--- config.mk ---
export PLATFORM = sky130hd
export DESIGN_NAME = pipo_load_arbiter_flat
export DESIGN_NICKNAME = d
export VERILOG_FILES = /design/src/rtl/pipo_load_arbiter_if.sv /design/src/rtl/pipo_load_arbiter.sv /design/src/flat_wrapper.sv
export SDC_FILE = /design/constraint.sdc
export NUM_CORES = 1
export LEC_CHECK = 0
export BUFFER_PORTS_ARGS = -buffer_cell sky130_fd_sc_hd__buf_2
export CAP_MARGIN = 20
export CORE_MARGIN = 3
export CORE_UTILIZATION = 47
export DETAILED_ROUTE_END_ITERATION = 8
export GPL_TIMING_DRIVEN = 0
export PLACE_DENSITY = 0.78
export SLEW_MARGIN = 10
export SYNTH_ARGS = -nofsm -noshare
export SYNTH_HDL_FRONTEND = slang
export SYNTH_SLANG_ARGS = --single-unit
export TNS_END_PERCENT = 30
--- constraint.sdc ---
create_clock -name clk -period 2.15 [get_ports clk]
set_input_delay 0 -clock clk [delete_from_list [all_inputs] [get_ports clk]]
set_output_delay 0 -clock clk [all_outputs]
set_load 0.03 [all_outputs]
--- src/rtl/pipo_load_arbiter_if.sv ---
// Request/acknowledge and holding-register bundle for pipo_load_arbiter.
// Requesters sit on the master side, the arbiter on the slave side.
interface pipo_load_arbiter_if #(
    parameter int NREQ  = 4,
    parameter int WIDTH = 4,
    parameter int IDW   = 2
);
    logic [NREQ-1:0]       req;
    logic [NREQ*WIDTH-1:0] req_data;
    logic [NREQ-1:0]       ack;
    logic [WIDTH-1:0]      parallel_out;
    logic                  load_en;
    logic [IDW-1:0]        grant_id;
    logic                  busy;

    modport master (
        output req, req_data,
        input  ack, parallel_out, load_en, grant_id, busy
    );

    modport slave (
        input  req, req_data,
        output ack, parallel_out, load_en, grant_id, busy
    );
endinterface

--- src/rtl/pipo_load_arbiter.sv ---
// Round-robin arbiter loading one shared PIPO register, 4-phase req/ack.
// PIPO_ARB_PRIO_EN: requester 0 gets fixed top priority without moving ptr.
module pipo_load_arbiter #(
    parameter int NREQ  = 4,
    parameter int WIDTH = 4,
    parameter int IDW   = 2
) (
    input  logic               clk,
    input  logic               reset,
    pipo_load_arbiter_if.slave bus
);

    typedef enum logic {IDLE, ACK} state_t;

    state_t           state, state_n;
    logic [IDW-1:0]   ptr, ptr_n;
    logic [IDW-1:0]   win, win_inc;
    logic             found;
    logic [NREQ-1:0]  ack, ack_n;
    logic [WIDTH-1:0] pout, pout_n;
    logic             load_en, load_en_n;
    logic [IDW-1:0]   grant_id, grant_id_n;
    logic             busy, busy_n;

    // Scan ptr, ptr+1, ... wrapping, first set bit wins
    always_comb begin
        int j;
        j     = 0;
        win   = '0;
        found = 1'b0;
        for (int k = 0; k < NREQ; k++) begin
            j = int'(ptr) + k;
            if (j >= NREQ) j = j - NREQ;
            if (!found && bus.req[j]) begin
                win   = IDW'(j);
                found = 1'b1;
            end
        end
`ifdef PIPO_ARB_PRIO_EN
        if (bus.req[0]) win = '0;
`endif
    end

    assign win_inc = (int'(win) == NREQ - 1) ? '0 : win + 1'b1;

    always_comb begin
        state_n    = state;
        ptr_n      = ptr;
        ack_n      = ack;
        pout_n     = pout;
        load_en_n  = 1'b0;
        grant_id_n = grant_id;
        busy_n     = busy;
        unique case (state)
            IDLE: begin
                if (found) begin
                    pout_n      = bus.req_data[int'(win)*WIDTH +: WIDTH];
                    ack_n       = '0;
                    ack_n[win]  = 1'b1;
                    load_en_n   = 1'b1;
                    grant_id_n  = win;
                    busy_n      = 1'b1;
                    state_n     = ACK;
`ifdef PIPO_ARB_PRIO_EN
                    if (!bus.req[0]) ptr_n = win_inc;
`else
                    ptr_n = win_inc;
`endif
                end
            end
            ACK: begin
                if (!bus.req[grant_id]) begin
                    ack_n   = '0;
                    busy_n  = 1'b0;
                    state_n = IDLE;
                end
            end
            default: state_n = IDLE;
        endcase
    end

    always_ff @(posedge clk or negedge reset) begin
        if (!reset) begin
            state    <= IDLE;
            ptr      <= '0;
            ack      <= '0;
            pout     <= '0;
            load_en  <= 1'b0;
            grant_id <= '0;
            busy     <= 1'b0;
        end else begin
            state    <= state_n;
            ptr      <= ptr_n;
            ack      <= ack_n;
            pout     <= pout_n;
            load_en  <= load_en_n;
            grant_id <= grant_id_n;
            busy     <= busy_n;
        end
    end

    assign bus.ack          = ack;
    assign bus.parallel_out = pout;
    assign bus.load_en      = load_en;
    assign bus.grant_id     = grant_id;
    assign bus.busy         = busy;

endmodule

--- src/flat_wrapper.sv ---
// flat-port wrapper written by rule: the top's interface ports become plain ports
module pipo_load_arbiter_flat 
#(
    parameter int NREQ  = 4,
    parameter int WIDTH = 4,
    parameter int IDW   = 2
)
  (clk, reset, bus_req, bus_req_data, bus_ack, bus_parallel_out, bus_load_en, bus_grant_id, bus_busy);
  pipo_load_arbiter_if #(.NREQ(NREQ), .WIDTH(WIDTH), .IDW(IDW)) bus_i ();
  input  logic clk;
  input  logic reset;
  input wire logic [$bits(bus_i.req)-1:0] bus_req;
  input wire logic [$bits(bus_i.req_data)-1:0] bus_req_data;
  output wire logic [$bits(bus_i.ack)-1:0] bus_ack;
  output wire logic [$bits(bus_i.parallel_out)-1:0] bus_parallel_out;
  output wire logic [$bits(bus_i.load_en)-1:0] bus_load_en;
  output wire logic [$bits(bus_i.grant_id)-1:0] bus_grant_id;
  output wire logic [$bits(bus_i.busy)-1:0] bus_busy;
  assign bus_i.req = bus_req;
  assign bus_i.req_data = bus_req_data;
  assign bus_ack = bus_i.ack;
  assign bus_parallel_out = bus_i.parallel_out;
  assign bus_load_en = bus_i.load_en;
  assign bus_grant_id = bus_i.grant_id;
  assign bus_busy = bus_i.busy;
  pipo_load_arbiter #(.NREQ(NREQ), .WIDTH(WIDTH), .IDW(IDW)) u_core (.clk(clk), .reset(reset), .bus(bus_i));
endmodule
Yosys cells after proc, flatten, opt, wreduce, memory -nomap -nowiden
Cells that the tools add are included.

storage, ports and cells
  flip-flop bits (word level) = 15
  input port bits = 22
  logic and storage cells = 79
  output and inout bits = 12

cells by class
  muxes and demuxes = 39
  shifts and indexed selects = 1
  equal/unequal tests = 3
  magnitude comparators = 11
  bitwise gates (word level) = 1
  reduce and logical (&&, ||, !) cells = 9
  add/sub/neg operators = 8

operators by type and width
  cell                                                         count
  less-than comparator 32 x 4 -> 1 bit, second input constant  4
  2-to-1 mux 32 bit                                            4
  >= comparator 32 x 4 -> 1 bit, second input constant         3
  subtractor 32 x 4 -> 32 bit, second input constant           3
  2-to-1 mux 1 bit                                             19
  indexed part select 16 x 5 -> 4 bit                          1
  binary-select mux 1 bit (select 2 bit)                       5
  2-to-1 mux 2 bit                                             5
  2-to-1 mux 4 bit                                             2
  one-hot mux 4 bit (2 select lines)                           1
  adder 2 x 2 -> 3 bit, second input constant                  2
  less-than comparator 2 x 3 -> 1 bit, second input constant   2
  logical AND 1 bit                                            4
  one-hot mux 1 bit (2 select lines)                           2
  AND reduction 2 bit                                          2
  subtractor 2 x 3 -> 4 bit, second input constant             1
  adder 2 x 1 -> 3 bit, second input constant                  1
  >= comparator 2 x 3 -> 1 bit, second input constant          1
  zero test 1 bit                                              3
  adder 2 x 1 -> 2 bit, second input constant                  1
  demux 1 bit (select 2 bit)                                   1
  == test 2 x 1 -> 1 bit, second input constant                1
  >= comparator 2 x 1 -> 1 bit, second input constant          1
  inequality test 2 x 1 -> 1 bit, second input constant        1
  other kinds (2)                                              2

Longest topological paths before layout
  word-level depth = 21
  gate-level depth with buffers = 8
  mapped depth without buffers = 7

Least setup slack after synthesis
OpenSTA, ideal clock, no wires.

  kind = register -> register
  from = reg u_core.ptr[1]
  to = reg u_core.pout[0] (netlist: u_core.bus.parallel_out[0])
  path buffers = 0
  path slack = 372 ps
  required time = 2,024 ps
  period minus slack after synthesis = 1,778 ps
  setup time = 126 ps
  data arrival time = 1,652 ps
  stages on the path, launching flop included = 7
  path through = dfrtp_1 > nand2b_1 > a31o_4 > nor2_4 > inv_4 > mux2_4 > a221o_1

on the way
  word-level cells in the longest chain between the ends = 16
  elaborated cells between the ends (all ways) = 43
  those cells by class = 7 x add/sub; 4 x order compare; 1 x shift; 24 x mux; 7 x reduce/logical

RTL lines
  element                                                                               line                     RTL
  start: declaration                                                                    pipo_load_arbiter.sv:16  logic [IDW-1:0] ptr, ptr_n;
  start signal: assignment                                                              pipo_load_arbiter.sv:93  ptr <= ptr_n;
  parallel branches: the longest is 14 deep, another holds subtractor 32 x 4 -> 32 bit  -
  2-to-1 mux 2 bit (*)                                                                  pipo_load_arbiter.sv:34  if (!found && bus.req[j]) begin
  net u_core.win[0]                                                                     pipo_load_arbiter.sv:17  logic [IDW-1:0] win, win_inc;
  indexed part select 16 x 5 -> 4 bit (*)                                               pipo_load_arbiter.sv:57  pout_n = bus.req_data[int'(win)*WIDTH +: WIDTH];
  end signal: assignment                                                                pipo_load_arbiter.sv:95  pout <= pout_n;
  end: declaration                                                                      pipo_load_arbiter.sv:20  logic [WIDTH-1:0] pout, pout_n;

Mark *: on every way through the listed nets, which the timed path passes. The select of a mux whose other input is x is not followed.
A chain may end at the register's enable or synchronous reset.

Worst setup path after layout
Same ends and word-level chain as after synthesis.

==> impl_metrics.py <==
metrics = {
    "outcome": {
        "status": "completed",
    },
    "power": {
        "ir_worst_vdd_mv": 0.679,
        "p_clk_frac": 0.105,
        "seqPwrFrac": 0.316,
        "power.leakage_nw": 0.575,
        "power_mw": 1.58,
        "power_switching_mw": 0.774,
        "combPwrFrac": 0.580,
        "powerDensity_nw_per_um2": 1420,
        "switching_share": 0.491,
        "p_int_mw": 0.803,
    },
    "clock_network": {
        "numCtsBuffers": 3,
        "cts_max_level": 1,
        "clk_pin_slew_worst_paths_ns": 0.09,
        "cts_buffer_depth": 2,
        "cts_root_buf": "clkbuf_4",
        "clk_latency_ns": 0.28,
        "post_cts_resized": 0,
        "cts_tree": "built",
        "cts.sinks": 15,
    },
    "cells_and_area": {
        "multi_input_area_sq_um": 474,
        "area_delta_synth_final_pct": 26.5,
        "fin_nets": 159,
        "post-route-util": 0.682,
        "regArea_sq_um": 375,
        "diodes": 0,
        "fin_area_sq_um": 1110,
        "drive_gt1_frac": 0.348,
        "fill_cells": 149,
    },
    "sta": {
        "fin_setup_tns_ns": 0,
        "timing.fmax_mhz": 513,
        "finalSetupViolCount": 0,
        "slew_violations": 0,
        "fin_skew_ns": 0.00424,
        "hold_violations": 0,
        "tightest_slew_ns": 0.449,
        "slew_headroom": 0.701,
        "period_share": 0.907,
        "rsz0062_at_grt": "false",
        "setup_slack_ns": 0.199,
        "fin_crit_ns": 1.95,
    },
    "detailed_routing": {
        "detail_route.wirelength_mm": 1.97,
        "drc": 0,
        "wl_per_cell_microns": 12.6,
        "drt-vias-per-instance": 5.16,
        "ant_nets": 0,
        "drt_first_pass_iters": 4,
        "vias": 805,
        "drt_iter0_drc": 19,
    },
    "global_routing": {
        "grt_overflow": 0,
        "grt_util_all_layers": 0.177,
        "grt_max_degree": 16,
        "grt_pass1_vias": 763,
        "grt_pass1_wl_mm": 3.36,
        "antenna_found_initial": 0,
    },
    "critical_path": {
        "worst-setup-path-type": "reg2reg",
        "crit_fanout": 7,
        "max_stage_delay_ns": 0.46,
        "cp-end-kind": "flip-flop",
        "crit_chain": "nand2b_1 > a31o_4 > nor2_4 > inv_4 > mux2_4 > a221o_1",
        "worstPathRequired_ns": 2.32,
        "worstSetupStartpointType": "flip-flop",
        "slowest_stage": "dfrtp_1",
        "arrival_ns": 2.12,
    },
    "floorplanning": {
        "die_x_microns": 49.2,
        "core_sq_um": 1630,
        "num_io_pins": 34,
        "start_util": 0.539,
        "placementRows": 14,
        "die_area_sq_um": 2420,
        "die_h_microns": 49.2,
    },
    "placement": {
        "gp_congestion": 0.756,
        "place_area_sq_um": 1070,
        "detailed_place_hpwl_mm": 1.45,
        "preCtsSetupSlack_ns": 0.242,
        "port_buffers": 33,
    },
    "yosys": {
        "syn_nets": 120,
        "async_flop_share": 1.00,
        "synth_top_area_cell": "dfrtp_1",
        "synthFlopType": "dfrtp_1",
        "netlist_instances": 94,
        "yosys_warnings": 0,
        "seq_area_frac_synth": 0.427,
        "synth_top_cell_area_share": 0.427,
        "yosys-top-cells-area": "dfrtp_1 43%, nand2_1 8.5%, ha_1 5.7%, a211o_1 4.0%, mux2i_1 3.4%",
        "synthMuxAreaShare": 0.0769,
        "synth_xor_area_frac": 0,
        "synth-compound-area-share": 0.185,
        "synth-edff-count": 0,
        "synth.distinct_cells": 30,
        "avgSynthCellArea_sq_um": 9.34,
        "yosys.area_share.simple": 0.221,
        "synth_top_family_by_area": "simple AND/OR/NAND/NOR gates",
        "synth_common_cells": "20 x nand2_1, 15 x dfrtp_1, 6 x nor2_1, 5 x nand3_1, 5 x o21ai_0",
        "synth_most_common_cell": "nand2_1",
        "syn_area_sq_um": 878,
        "yosys.area_share.adder": 0.0570,
        "ys_ff_latch": 15,
    },
    "hold_path": {
        "holdCritPathClass": "in2reg",
    },
    "flow_run": {
        "cap_violations": 0,
    },
}
timing repair:
item / in CTS / in global routing
hold buffers: 1 / 0
buffers inserted: 0 / 0
endpoints found under the hold margin: 15 / 0
per-layer routing:
layer  wire length, microns  part of all wire  track usage
met1                    927              0.47        0.240
met2                    918              0.47        0.292
met3                    112             0.057       0.0183
met4                     12            0.0061       0.0569
met5                      0                 0            0
cells by family (layout without fill, tap and decap cells):
| family | Yosys count | after routing |
|---|---|---|
| buffers and inverters | 6 | 44 |
| flip-flops | 15 | 15 |
| multiplexers | 5 | 5 |
| AND/OR/NAND/NOR | 41 | 41 |
| AO/OA/AOI/OAI | 23 | 23 |
| adder cells (fa/ha/maj) | 4 | 4 |
final cells by class:
class / instances / share of cell area
buffer: 2 / 0.0101
clock buffer: 3 / 0.0203
clock inverter: 1 / 0.00450
inverter: 4 / 0.0158
multi-input combinational: 73 / 0.427
sequential: 15 / 0.338
tap: 24 / 0.0270
timing repair buffer: 34 / 0.158
critical path: cells and delay by family (launching register included):
kind,cells,cell delay (ns)
flip-flops,1,0.46
multiplexers,1,0.30
buffers and inverters,1,0.09
AO/OA/AOI/OAI,2,0.60
AND/OR/NAND/NOR,2,0.40
through the flow:
stage                     hold slack [ns]  cells
after floorplan                    -0.296     94
after global placement            -0.0781    151
after detailed placement          -0.0733    151
after CTS                          0.0297    156
after global routing               0.0404    156
final                              0.0339    156
state kept, by name, summed over array words and instances (netlist names):
name	count
u_core.bus.parallel_out	4
u_core.ptr	2
u_core.state	1
u_core.bus.grant_id	2
u_core.bus.load_en	1
u_core.bus.busy	1
u_core.bus.ack	4
power groups by stage:
stage / combinational [mW] / sequential (mW) / clock (mW)
finish: 0.914 / 0.498 / 0.165
global route: 1.01 / 0.514 / 0.186
CTS: 0.924 / 0.498 / 0.167
detailed placement: 0.917 / 0.501 / 0
global placement: 0.896 / 0.500 / 0
floorplan: 0.469 / 0.704 / 0
final timing paths:
check                                  from                    endpoint  slack (ns)  depth (start not counted)
max                           u_core.ptr[1]  u_core.bus.parallel_out[0]        0.20                          6
min                        bus_req_data[15]  u_core.bus.parallel_out[3]        0.03                          3
max reg2reg                   u_core.ptr[1]  u_core.bus.parallel_out[0]        0.20                          6
min reg2reg                    u_core.state                u_core.state        0.49                          2
max in group asynchronous             reset  u_core.bus.parallel_out[1]        1.76                          2
min in group asynchronous             reset      u_core.bus.grant_id[1]        0.14                          2
cell usage in the layout, fill, tap and decap left out, types with 2 or more instances in the layout:
cell and instances:
inv_1 2, o211ai_1 3, dfrtp_1 15, nand2b_1 4, nor2_1 6, o21ai_0 5
nand3_1 5, o21ai_1 2, a21oi_1 4, nand2_1 20, buf_2 33, clkbuf_4 3
ha_1 4, mux2i_1 3, a211o_1 4
Note: power is estimated with default switching activity, not from simulation.
